--- src/rtl/sha256_w_sched_ctrl.sv ---
// SHA-256 message-schedule sequencer: loads a 512-bit block into a 16-word sliding
// window and streams W[0..63] under valid/ready, expanding one word per transfer.
module sha256_w_sched_ctrl (
  input  logic         CLK,
  input  logic         RST,
  input  logic         start,
  input  logic         abort,
  input  logic [511:0] block_in,
  input  logic         w_ready,
  output logic         w_valid,
  output logic [31:0]  w_out,
  output logic [5:0]   w_index,
  output logic         busy,
  output logic         done
);

  typedef enum logic {IDLE, RUN} state_t;

  state_t      state, state_nxt;
  logic [31:0] win [16];
  logic [5:0]  idx;
  logic        xfer, load, last;

  function automatic logic [31:0] rotr(input logic [31:0] x, input int unsigned n);
    rotr = (x >> n) | (x << (32 - n));
  endfunction

  function automatic logic [31:0] sig0(input logic [31:0] x);
    sig0 = rotr(x, 7) ^ rotr(x, 18) ^ (x >> 3);
  endfunction

  function automatic logic [31:0] sig1(input logic [31:0] x);
    sig1 = rotr(x, 17) ^ rotr(x, 19) ^ (x >> 10);
  endfunction

  assign xfer = (state == RUN) && w_ready;
  assign load = (state == IDLE) && start && !abort;
  assign last = xfer && (idx == 6'd63);

  always_ff @(posedge CLK or posedge RST) begin
    if (RST) state <= IDLE;
    else     state <= state_nxt;
  end

  always_comb begin
    state_nxt = state;
    case (state)
      IDLE: if (load) state_nxt = RUN;
      RUN:  if (abort || last) state_nxt = IDLE;
      default: state_nxt = IDLE;
    endcase
  end

  always_comb begin
    busy    = 1'b0;
    w_valid = 1'b0;
    if (state == RUN) begin
      busy    = 1'b1;
      w_valid = 1'b1;
    end
  end

  // Window slides on every accepted word; win[15] receives W[t+16] from the recurrence.
  always_ff @(posedge CLK or posedge RST) begin
    if (RST) begin
      for (int i = 0; i < 16; i++) win[i] <= '0;
    end else if (load) begin
      for (int i = 0; i < 16; i++) win[i] <= block_in[511 - 32*i -: 32];
    end else if (xfer) begin
      for (int i = 0; i < 15; i++) win[i] <= win[i+1];
      win[15] <= sig1(win[14]) + win[9] + sig0(win[1]) + win[0];
    end
  end

  always_ff @(posedge CLK or posedge RST) begin
    if (RST) begin
      idx  <= '0;
      done <= 1'b0;
    end else begin
      done <= last && !abort;
      if (abort || load) idx <= '0;
      else if (xfer)     idx <= idx + 6'd1;
    end
  end

  assign w_out   = win[0];
  assign w_index = idx;

endmodule

--- config.mk ---
export PLATFORM = sky130hd
export DESIGN_NAME = sha256_w_sched_ctrl
export DESIGN_NICKNAME = d
export VERILOG_FILES = /design/src/rtl/sha256_w_sched_ctrl.sv
export SDC_FILE = /design/constraint.sdc
export NUM_CORES = 2
export LEC_CHECK = 0
export CAP_MARGIN = 10
export CORE_ASPECT_RATIO = 0.7
export CORE_UTILIZATION = 40
export DETAILED_ROUTE_END_ITERATION = 6
export MAX_ROUTING_LAYER = met4
export PLACE_DENSITY = 0.65
export SLEW_MARGIN = 40
export SYNTH_ARGS = -nofsm -noshare
export SYNTH_HDL_FRONTEND = slang
export SYNTH_SLANG_ARGS = --single-unit
--- constraint.sdc ---
create_clock -name CLK -period 19.1 [get_ports CLK]
set_clock_uncertainty 0.1 [all_clocks]
set_input_delay 2.865 -clock CLK [delete_from_list [all_inputs] [get_ports CLK]]
set_output_delay 2.865 -clock CLK [all_outputs]
set_load 0.05 [all_outputs]
# [Word-level counts from Yosys, hierarchy flattened]
# Index checks and enable logic that the tools add are counted.
[word_totals] word_cells=51 in_bits=517 out_inout_bits=41 regBits=520
[classes] bitwise_logic=9 n_eq_ne=1 reduce_logical=10 addsub=4 mux=8
[op_table] operator="two-way mux 512 bit" n=2
[op_table] operator="adder 32 bit" n=3
[op_table] operator="bitwise XOR 32 bit" n=2
[op_table] operator="bitwise OR 13 x 32 -> 32 bit" n=1
[op_table] operator="bitwise OR 14 x 32 -> 32 bit" n=1
[op_table] operator="bitwise OR 15 x 32 -> 32 bit" n=1
[op_table] operator="bitwise OR 25 x 32 -> 32 bit" n=1
[op_table] operator="bitwise XOR 32 x 22 -> 32 bit" n=1
[op_table] operator="bitwise XOR 32 x 29 -> 32 bit" n=1
[op_table] operator="two-way mux 6 bit" n=2
[op_table] operator="adder 6 x 1 -> 6 bit (second input constant)" n=1
[op_table] operator="== test 6 bit (second input constant)" n=1
[op_table] operator="logical AND 1 bit" n=5
[op_table] operator="nonzero test 2 bit" n=2
[op_table] operator="two-way mux 1 bit" n=3
[op_table] operator="logical OR 1 bit" n=2
[op_table] operator="case mux 1 bit (2 select lines)" n=1
[op_table] operator="logical NOT 1 bit" n=1
[op_table] operator="inverter 1 bit" n=1

# [Longest topological paths before layout]
[depth] word_depth=8 mapped_depth=16

# [Least setup slack after synthesis]
# Ideal clock, no wire load.
[synth_path] path_kind="input-to-reg" startpoint="input port start" endpoint="register win[121] (netlist name)" arrival_time_ns=4.136 path_slack_ns=14.723 required_time_ns=18.859 path_stages=7 cell_sequence="nand2b_1 or2_2 clkbuf_1 nand2_1 clkbuf_1 clkbuf_1 a31oi_1"
[synth_between] elab_chain_cells=3
[synth_rtl] element="start, declared" line="6" rtl="input logic start,"
[synth_rtl] element="logical AND 1 bit (*) (2 in series)" line="37" rtl="assign load = (state == IDLE) && start && !abort;"
[synth_rtl] element="two-way mux 512 bit / nonzero test 2 bit (equally long branches)"
[synth_rtl] element="end, declared" line="20" rtl="logic [31:0] win [16];"
# Every way passes the cells marked *; elsewhere a longest branch is shown, timed or not.
# A chain may end at the register's enable or synchronous reset.

# [Final worst setup path]
[layout_path] startpoint="input port start" endpoint="register win[359] (netlist name)"
# Same word-level chain as after synthesis.

==> impl_metrics.py <==
metrics = {
    "sta": {
        "tightest_slew_ns": 0.8641,
        "rsz0062_at_grt": "false",
        "timing.final.crit_period_ns": 5.972,
        "relSlewSlack_pct": 42.39,
        "hold_violations": 0,
        "whs_ns": 0.4137,
        "clock.fmax_ghz": 0.1674,
        "min_period_over_period_pct": 31.27,
        "tns_ns": 0,
        "finalMaxSlewViolations": 0,
        "final-setup-viol-count": 0,
    },
    "route": {
        "met1_length_mm": 48.34,
        "drt-vias-per-instance": 5.348,
        "dr.max_layer_used": "met4",
        "drt_iter0_drc": 2824,
        "ant_nets": 0,
        "wirelength_mm": 104.1,
        "first_pass_iters": 6,
        "wl_per_cell_um": 22.17,
        "vias": 25104,
        "wl_met3_mm": 9.953,
        "wl_met2_mm": 44.02,
        "drc_errors": 0,
    },
    "grt": {
        "grt-ovfl-total": 0,
        "grt_usage_pct": 29.71,
        "grt_pass1_vias": 23332,
        "grt_pass1_wl_mm": 151.9,
        "grt_max_degree": 197,
        "antenna_found_initial": 23,
    },
    "die": {
        "die_h_um": 222.9,
        "die_x_um": 317.6,
        "io_pins": 558,
        "dieArea_um2": 70780,
        "start_util_pct": 40.67,
        "rows": 80,
        "coreArea_um2": 68570,
    },
    "layout": {
        "finalCoreUtilization_pct": 51.61,
        "drive_gt1_share_pct": 3.315,
        "final_cell_mix": "nand2_1 (1008), clkdlybuf4s50_1 (557), dfrtp_1 (520), nor2_1 (519), a31oi_1 (490)",
        "layout.nets": 4342,
        "syn_to_final_growth_pct": 26.90,
        "final_common_cell": "nand2_1",
        "fin_cells": 4694,
    },
    "power": {
        "vdd_drop_max_uv": 245.5,
        "p_leak_nw": 15.32,
        "p_per_area_nw_per_um2": 242.2,
    },
    "placed_design": {
        "place_congestion": 0.9316,
        "io_buffers": 557,
        "dpl.hpwl_mm": 78.39,
        "dp_cells": 4577,
    },
    "synthesis": {
        "ys.flop_type": "dfrtp_1",
        "async_flop_share_pct": 100.0,
        "synth-edff-count": 0,
        "syn-num-nets": 4018,
        "synth_area_leaders": "dfrtp_1 (47%), nand2_1 (14%), a31oi_1 (11%)",
        "synthDominantAreaCellType": "dfrtp_1",
        "synth_area_um2": 27880,
        "syn_inst": 3407,
        "yosysSeqAreaShare_pct": 46.67,
        "yosys_warnings": 0,
        "synth_top_area_share_pct": 46.67,
        "syn_area_per_cell_um2": 8.184,
        "ys_types": 57,
        "ys_ff_latch": 520,
    },
    "setup_path": {
        "critical_path_arrival_ns": 6.38,
        "critPathKind": "input port to flop",
        "worst_setup_path_end_kind": "flop",
        "path_buf_inv": 4,
        "cpMostUsedCell": "buf_12",
        "cpMaxStageDelayCell": "nand2_8",
        "cp-start-kind": "input port",
        "crit_chain": "clkdlybuf4s50_1 > nand2b_1 > or2_4 > nand2_8 > buf_12 > buf_12 > buf_16 > nor2_1 > a31oi_1",
        "worstPathRequired_ns": 19.51,
        "critPathMaxStageDelay_ns": 0.56,
        "cp_max_fo": 160,
        "critPathTopFamily": "buffers and inverters",
    },
    "clock_network": {
        "cts_tree": "yes",
        "clock_path_buffers": 3,
        "hold_buffers": 0,
        "clk_pin_slew_ns": 0.07,
        "cts-root-buf": "clkbuf_16",
        "htree_levels": 2,
        "cts.sinks": 520,
        "clk_latency_ns": 0.61,
        "postCtsSetupBuffers": 0,
        "post_cts_resized": 0,
        "cts_buffers": 53,
    },
    "job": {
        "maxCapViolCount": 0,
    },
    "run_status": {
        "outcome": "completed",
    },
    "min_path": {
        "hold_class": "flop to flop",
    },
}
[through the flow]
stage          power [W]  worst slack (ns)  cell area, µm²
2_1_floorplan   0.005810             1.608           27880
3_3_place_gp    0.007326             12.08           33360
3_5_place_dp    0.007331             12.60           33480
4_1_cts         0.008479             13.23           35290
5_1_grt         0.009205             12.86           35380
6_report        0.008570             13.13           35380
[cell families (layout without fill, tap and decap cells)]
| group | Yosys count | in the layout | share of synthesized area [%] |
|---|---|---|---|
| AND/OR/NAND/NOR | 1578 | 1578 | 21.74 |
| multiplexers | 2 | 2 | 0.07180 |
| other | 0 | 21 | 0 |
| buffers and inverters | 441 | 805 | 7.009 |
| flip-flops | 520 | 520 | 46.67 |
| AO/OA/AOI/OAI | 626 | 626 | 14.04 |
| adder cells (fa/ha/maj) | 94 | 94 | 5.887 |
| XOR/XNOR | 146 | 146 | 4.586 |
[path summary, 6_finish.rpt]
path	from	to	slack (ns)	cells after the start
max	start	win[359]	13.13	9
min	win[14]	win[14]	0.41	2
max reg2reg	win[467]	win[21]	14.43	15
min reg2reg	win[14]	win[14]	0.41	2
max in group asynchronous	RST	win[331]	13.97	5
min in group asynchronous	RST	win[1]	2.73	2
[flip-flops by register name (all words and copies together), names as in the netlist]
register	flops
win	480
w_out	32
w_index	6
done	1
state	1
[cells in the mapped netlist, types with 8 or more instances]
cell and instances:
xor2_1 67, a21oi_1 52, o21a_1 8, buf_2 74, a22oi_1 10, o21ai_0 36
xnor2_1 79, a31oi_1 490, inv_1 127, nand2_1 1009, nand4_1 9, buf_4 33
nor2_1 520, nand3_1 9, ha_1 32, clkbuf_1 195, dfrtp_1 520, fa_1 62
[worst min-delay path, cell delays in order (launching register included)]
cell     delay, ns
dfrtp_1       0.35
a22oi_1       0.07
o21ai_0       0.07
[metal layers]
metal | track usage (%) | up-vias
li1 | - | 11836
met1 | 43.41 | 12161
met2 | 40.95 | 992
met3 | 8.143 | 115
met4 | 5.857 | 0
met5 | - | -
[area by class of cell]
| class | instances | area [µm²] |
|---|---|---|
| fillers | 6520 | 33180 |
| flip-flops and latches | 520 | 13010 |
| multi-input cells | 2446 | 12940 |
| repair buffers | 583 | 5947 |
| clock buffers | 74 | 1516 |
| well taps | 902 | 1129 |
| inverters | 127 | 489.2 |
| clock inverters | 21 | 294.0 |
| diodes | 21 | 52.55 |
[power breakdown]
group	internal (W)	switching (W)
Clock	0.000637	0.000472
Combinational	0.00211	0.00341
Sequential	0.00151	0.000438
Total	0.00425	0.00432
Power figures use the tool's default switching activity.
